<file path="src/rtl/erasure_polyn_sched_pkg.sv">
// erasure_polyn_sched_pkg: shared GF(2^8) constants and sequencer state encoding
package erasure_polyn_sched_pkg;
  localparam logic [7:0] GF_POLY = 8'h1D;
  localparam int NUM_COEFS = 16;
  typedef enum logic [2:0] {IDLE, COLLECT, FETCH, UPDATE, DONE} state_t;
endpackage

</file>
<file path="src/rtl/erasure_polyn_sched_gf_mult8.sv">
// gf_mult8: combinational GF(2^8) multiplier over x^8+x^4+x^3+x^2+1
module gf_mult8
  import erasure_polyn_sched_pkg::*;
(
  input  logic [7:0] a,
  input  logic [7:0] b,
  output logic [7:0] p
);
  logic [7:0] aa;
  always_comb begin
    p = 8'h00;
    aa = a;
    for (int i = 0; i < 8; i++) begin
      p = p ^ (b[i] ? aa : 8'h00);
      aa = {aa[6:0], 1'b0} ^ (aa[7] ? GF_POLY : 8'h00);
    end
  end
endmodule

</file>
<file path="src/rtl/erasure_polyn_sched.sv">
// erasure_polyn_sched: buffers erasure locators, builds Lambda(x) with one shared
// GF multiplier, then serves the coefficients on request.
module erasure_polyn_sched #(
  parameter int WIDTH = 5,
  parameter int NUM_COEFS = erasure_polyn_sched_pkg::NUM_COEFS,
  parameter int FIFO_DEPTH = 16
) (
  input  logic             clock,
  input  logic             reset,
  input  logic             start,
  input  logic [7:0]       erase_position,
  input  logic             erase_position_valid,
  output logic             erase_position_ready,
  input  logic             erase_pos_done,
  input  logic [WIDTH-1:0] number_of_erasures,
  input  logic [WIDTH-1:0] no_of_parity,
  input  logic             send_erasure_polyn,
  output logic [7:0]       erasure_loc_polyn,
  output logic [WIDTH-1:0] erase_coef_addr,
  output logic             erasure_coef_ready,
  output logic [WIDTH-1:0] no_of_erasure_coefs,
  output logic             erasure_polyn_compute_done,
  output logic             erasure_error,
  output logic             busy
);
  import erasure_polyn_sched_pkg::*;
  localparam int AW = $clog2(NUM_COEFS);
  localparam int FW = $clog2(FIFO_DEPTH);
  state_t state, state_n;
  logic [7:0] lam [NUM_COEFS];
  logic [7:0] fifo [FIFO_DEPTH];
  logic [FW-1:0] wr_ptr, rd_ptr;
  logic [FW:0] count;
  logic [WIDTH-1:0] m, acc;
  logic [AW-1:0] k, km1, rd_addr;
  logic [7:0] x, prod;
  logic done_seen, overflow, push, pop, over, empty, full, active;
  assign empty = count == '0;
  assign full = count == (FW+1)'(FIFO_DEPTH);
  assign km1 = k - AW'(1);
  // acc counts locators already enqueued, so the limit holds before they are popped
  assign over = (({1'b0, acc} + (WIDTH+1)'(1)) > {1'b0, no_of_parity}) ||
                (({1'b0, acc} + (WIDTH+1)'(1)) > (WIDTH+1)'(NUM_COEFS - 1));
  assign push = erase_position_valid && erase_position_ready && !over && !start;
  assign pop = (state == COLLECT || state == FETCH) && !empty && !start;
  assign no_of_erasure_coefs = m;
  gf_mult8 u_mul (.a(x), .b(lam[km1]), .p(prod));
  always_ff @(posedge clock or negedge reset)
    if (!reset) state <= IDLE;
    else state <= state_n;
  always_comb begin
    state_n = state;
    case (state)
      COLLECT, FETCH: state_n = !empty ? UPDATE : done_seen ? DONE : COLLECT;
      UPDATE: state_n = k != AW'(1) ? UPDATE : !empty ? FETCH : COLLECT;
      default: state_n = state;
    endcase
    if (start) state_n = COLLECT;
  end
  always_comb begin
    active = state inside {COLLECT, FETCH, UPDATE};
    erase_position_ready = active && !full;
  end
  always_ff @(posedge clock) if (push) fifo[wr_ptr] <= erase_position;
  always_ff @(posedge clock or negedge reset) begin
    if (!reset) begin
      for (int i = 0; i < NUM_COEFS; i++) lam[i] <= (i == 0) ? 8'h01 : 8'h00;
      wr_ptr <= '0;
      rd_ptr <= '0;
      count <= '0;
      m <= '0;
      acc <= '0;
      k <= '0;
      x <= '0;
      done_seen <= 1'b0;
      overflow <= 1'b0;
      rd_addr <= '0;
      erasure_error <= 1'b0;
      erase_coef_addr <= '0;
      erasure_loc_polyn <= '0;
      erasure_coef_ready <= 1'b0;
      busy <= 1'b0;
      erasure_polyn_compute_done <= 1'b0;
    end else begin
      busy <= state_n inside {COLLECT, FETCH, UPDATE};
      erasure_polyn_compute_done <= state_n == DONE;
      if (start) begin
        for (int i = 0; i < NUM_COEFS; i++) lam[i] <= (i == 0) ? 8'h01 : 8'h00;
        wr_ptr <= '0;
        rd_ptr <= '0;
        count <= '0;
        m <= '0;
        acc <= '0;
        k <= '0;
        x <= '0;
        done_seen <= 1'b0;
        overflow <= 1'b0;
        rd_addr <= '0;
        erasure_error <= 1'b0;
        erase_coef_addr <= '0;
        erasure_loc_polyn <= '0;
        erasure_coef_ready <= 1'b0;
      end else begin
        if (push) begin
          wr_ptr <= wr_ptr + FW'(1);
          acc <= acc + WIDTH'(1);
        end
        if (erase_position_valid && erase_position_ready && over) begin
          overflow <= 1'b1;
          erasure_error <= 1'b1;
        end
        count <= count + (FW+1)'(push) - (FW+1)'(pop);
        if (pop) begin
          x <= fifo[rd_ptr];
          rd_ptr <= rd_ptr + FW'(1);
          m <= m + WIDTH'(1);
          k <= AW'(m) + AW'(1);
        end
        // descending k keeps Lambda_{k-1} unmodified when Lambda_k consumes it
        if (state == UPDATE) begin
          lam[k] <= lam[k] ^ prod;
          k <= km1;
        end
        if (erase_pos_done && active) done_seen <= 1'b1;
        if (state != DONE && state_n == DONE && !overflow && m != number_of_erasures)
          erasure_error <= 1'b1;
        erasure_coef_ready <= state == DONE && send_erasure_polyn;
        if (state == DONE && send_erasure_polyn) begin
          erasure_loc_polyn <= lam[rd_addr];
          erase_coef_addr <= WIDTH'(rd_addr);
          rd_addr <= rd_addr + AW'(1);
        end
      end
    end
  end
endmodule

</file>
<file path="config.mk">
export PLATFORM = sky130hd
export DESIGN_NAME = erasure_polyn_sched
export DESIGN_NICKNAME = d
export VERILOG_FILES = /design/src/rtl/erasure_polyn_sched_pkg.sv /design/src/rtl/erasure_polyn_sched_gf_mult8.sv /design/src/rtl/erasure_polyn_sched.sv
export SDC_FILE = /design/constraint.sdc
export NUM_CORES = 1
export LEC_CHECK = 0
export ABC_CLOCK_PERIOD_IN_PS = 5600
export CORE_AREA = 2 2 171 173
export CTS_CLUSTER_SIZE = 24
export DETAILED_ROUTE_END_ITERATION = 7
export DIE_AREA = 0 0 173 175
export PLACE_DENSITY = 0.86
export REMOVE_ABC_BUFFERS = 1
export SETUP_SLACK_MARGIN = 0.4
export SLEW_MARGIN = 5
export SYNTH_ARGS = -nofsm -noshare
export SYNTH_HDL_FRONTEND = slang
export SYNTH_SLANG_ARGS = --single-unit
</file>
<file path="constraint.sdc">
create_clock -name clock -period 5.6 [get_ports clock]
set_clock_uncertainty 0.05 [all_clocks]
set_input_delay 1.12 -clock clock [delete_from_list [all_inputs] [get_ports clock]]
set_output_delay 1.12 -clock clock [all_outputs]
set_load 0.05 [all_outputs]
</file>
==> reports/results.ini, run 1 <==
[outcome]
status = finished clean

[pwr]
power.density_nw_per_um2 = 541.1
p_sw_mw = 4.657
intPower_mw = 5.841
ir_drop_mv = 0.5208
seq_power_share_pct = 27.8
p_sw_share_pct = 44.36
combPwrFrac_pct = 51.6
leakagePower_nw = 7.256
p_clk_share_pct = 20.6

[worst_setup_path]
crit_path_start = k[0]
r2r_cells = 11
crit_fanout = 16
worstSetupEndpointType = register
criticalPathCategory = register to register
reg2reg_from = k[0]
cp-start-kind = register
cp.arrival_ns = 5.17
worstPathRequired_ns = 5.89

[floorplanning]
core_area_um2 = 28390
die_area_um2 = 30280
fp.dieW_um = 173
core.rowCount = 62
initial_core_util_pct = 62.43
die_h_um = 175
io_pins = 47

[clock_network]
tritoncts = built
cts_post_setup_buffers_inserted = 0
clk_pin_slew_worst_paths_ns = 0.06
clock_latency_ns = 0.52
cts_made_buffers = 34
ctsLongestPathBuffers = 3
cts_root_buffer = clkbuf_16
htree_levels = 2
cts_sinks = 316
ctsHoldBuffers = 0
post_cts_resized = 0

[global_routing]
antenna_found_initial = 1
grt_pass1_vias = 13012
grt_pass1_wl_um = 74060
grt_start_max_net_pins = 124
grt-ovfl-total = 0
grt_usage_pct = 31.69

[finish]
nNetsFinal = 1481
layout_commonest_cell = dfrtp_1
final_cell_mix = 184 x dfrtp_1, 173 x nand2_1, 128 x edfxtp_1
diodes = 0
area_delta_synth_final_pct = 9.459
drive_above_1_share_pct = 16.56
post-route-cell-area_um2 = 19400

[logic_synthesis]
synthesis.area_um2 = 17730
ys_types = 74
synth_top_area_share_pct = 26.40
synth_compound_area_share_pct = 8.950
yosysSeqAreaShare_pct = 48.23
synth.avg_cell_area_um2 = 12.46
synth_top_cell_by_area = dfrtp_1
synth_edf_count = 128
synth_top_family_by_area = multiplexers
async_reset_ff_share_pct = 59.49
synthMuxAreaShare_pct = 20.28
synth_xor_area_share_pct = 6.706
ys_seq_elements = 316
synth_fa_ha_area_share_pct = 1.807
synthSimpleGateAreaFrac_pct = 10.35
synth.area.top_cells = dfrtp_1 26%, edfxtp_1 22%, mux4_2 16%
synthFlopType = dfrtp_1
yosysWarnings = 0
syn_inst = 1423

[job]
cap_violations = 0

[hold_path]
worstHoldStart = overflow
min_path_cells = 2
hold_class = register to register

[timing]
finalHoldViolCount = 0
finalCriticalPeriod_ns = 4.876
worst_pin_slew_ns = 1.249
slew_headroom_pct = 16.34
setup_tns_ns = 0
setup_viol = 0
rsz0062_at_grt = no
fin_crit_sh_pct = 87.06
maxSlewViolCount = 0
fmax_mhz = 205.1

[place]
port_buffers = 45
hpwl_um = 30300
gp_congestion = 0.9230
placed_area_um2 = 18360

[drt]
antenna_left = 0
first_pass_iters = 5
wirelength_um = 46970
via_per_inst = 6.944
routedWlPerCell_um = 25.54
drt_iter0_markers = 1910
vias = 12770
remaining_drc_errors = 0

logic make-up (layout without fill, tap and decap cells):
| kind of cell | Yosys count | count (layout) |
|---|---|---|
| AOI/OAI and AO/OA | 242 | 242 |
| DFF | 316 | 316 |
| other | 1 | 1 |
| xor gates and xnor gates | 117 | 117 |
| adders and majority gates | 25 | 25 |
| buffers and inverters | 130 | 162 |
| and+or+nand+nor | 401 | 401 |
| muxes | 191 | 191 |
critical path, cell delays in order (launching register included):
cell and delay (ns):
dfrtp_4 0.49, inv_2 0.22, ha_1 0.78, inv_1 0.44
mux4_2 0.39, mux2i_2 0.56, nand2_1 0.20, xor2_1 0.25
xnor2_1 0.16, xnor2_1 0.13, xnor2_2 0.74, o21ai_0 0.27
stage by stage:
| step | util, % | hold WS (ns) | power, mW | setup WS [ns] | instances |
|---|---|---|---|---|---|
| floorplan | - | 0.4170 | 6.557 | -1.229 | 1322 |
| global placement | 64.65 | 0.4358 | 7.989 | 0.8642 | 1780 |
| detailed placement | 64.65 | 0.4576 | 8.143 | 0.6308 | 1780 |
| CTS | 68.34 | 0.4715 | 10.36 | 0.9469 | 1839 |
| global route | 68.34 | 0.4948 | 10.92 | 0.6239 | 1839 |
| finish | 68.34 | 0.4667 | 10.50 | 0.7244 | 1839 |
cell type report:
| class | count | area, um^2 |
|---|---|---|
| sequential | 316 | 8556 |
| fill | 1919 | 8990 |
| multi-input combinational | 977 | 8528 |
| timing repair buffer | 74 | 681.9 |
| clock buffer | 42 | 922.1 |
| clock inverter | 17 | 125.1 |
| inverter | 29 | 108.9 |
| tap | 384 | 480.5 |
Yosys cell counts (11+ instances only):
cell,n
dfrtp_1,187
clkbuf_1,50
nand3_1,22
nand2_1,173
inv_1,27
buf_2,16
buf_4,13
mux2i_1,47
xnor2_1,64
mux4_2,126
o21ai_1,12
nor2b_1,11
xor2_1,40
ha_1,24
edfxtp_1,128
a22o_1,52
nor2_1,111
a211oi_1,15
nor3b_1,11
o21ai_0,54
and2_1,14
a21oi_1,59
flip-flops by register name, indices dropped and copies added, names as in the netlist:
register / flops
wr_ptr: 4
count: 5
erasure_polyn_compute_done: 1
erasure_coef_ready: 1
done_seen: 1
lam: 128
overflow: 1
erasure_error: 1
busy: 1
rd_ptr: 4
state: 3
fifo: 128
rd_addr: 4
no_of_erasure_coefs: 5
acc: 5
erase_coef_addr: 4
erasure_loc_polyn: 8
x: 8
k: 4
power groups by stage:
stage	registers [mW]	logic, mW	clock network (mW)
final	2.92	5.42	2.16
after detailed placement	2.94	5.20	0
after CTS	2.91	5.29	2.16
after floorplan	3.05	3.51	0
after global routing	2.94	5.73	2.25
after global placement	2.93	5.06	0
final timing paths:
kind	end	slack, ns
min in group asynchronous	lam[104]	0.72
worst max-delay path	lam[113]	0.72
max in group asynchronous	k[0]	3.64
worst min-delay path	overflow	0.47
worst max register to register	lam[113]	0.72
worst min register to register	overflow	0.47
layer usage:
metal  global-route usage [%]  routed length, um  share of wire (%)
met1                    42.22              17030                 36
met2                    51.38              22730                 48
met3                    6.484               5132                 11
met4                    13.45               2051                4.4
met5                        0                 18              0.038
Note: power is estimated with default switching activity, not from simulation.
==> run 2, diff against run 1 <==
--- a/config.mk
+++ b/config.mk
@@ -13,7 +13,6 @@
 export PLACE_DENSITY = 0.86
 export REMOVE_ABC_BUFFERS = 1
 export SETUP_SLACK_MARGIN = 0.4
-export SLEW_MARGIN = 5
 export SYNTH_ARGS = -nofsm -noshare
 export SYNTH_HDL_FRONTEND = slang
 export SYNTH_SLANG_ARGS = --single-unit
==> results of run 2 <==
The final DEF is identical to that of run 1; final timing and power are the same.
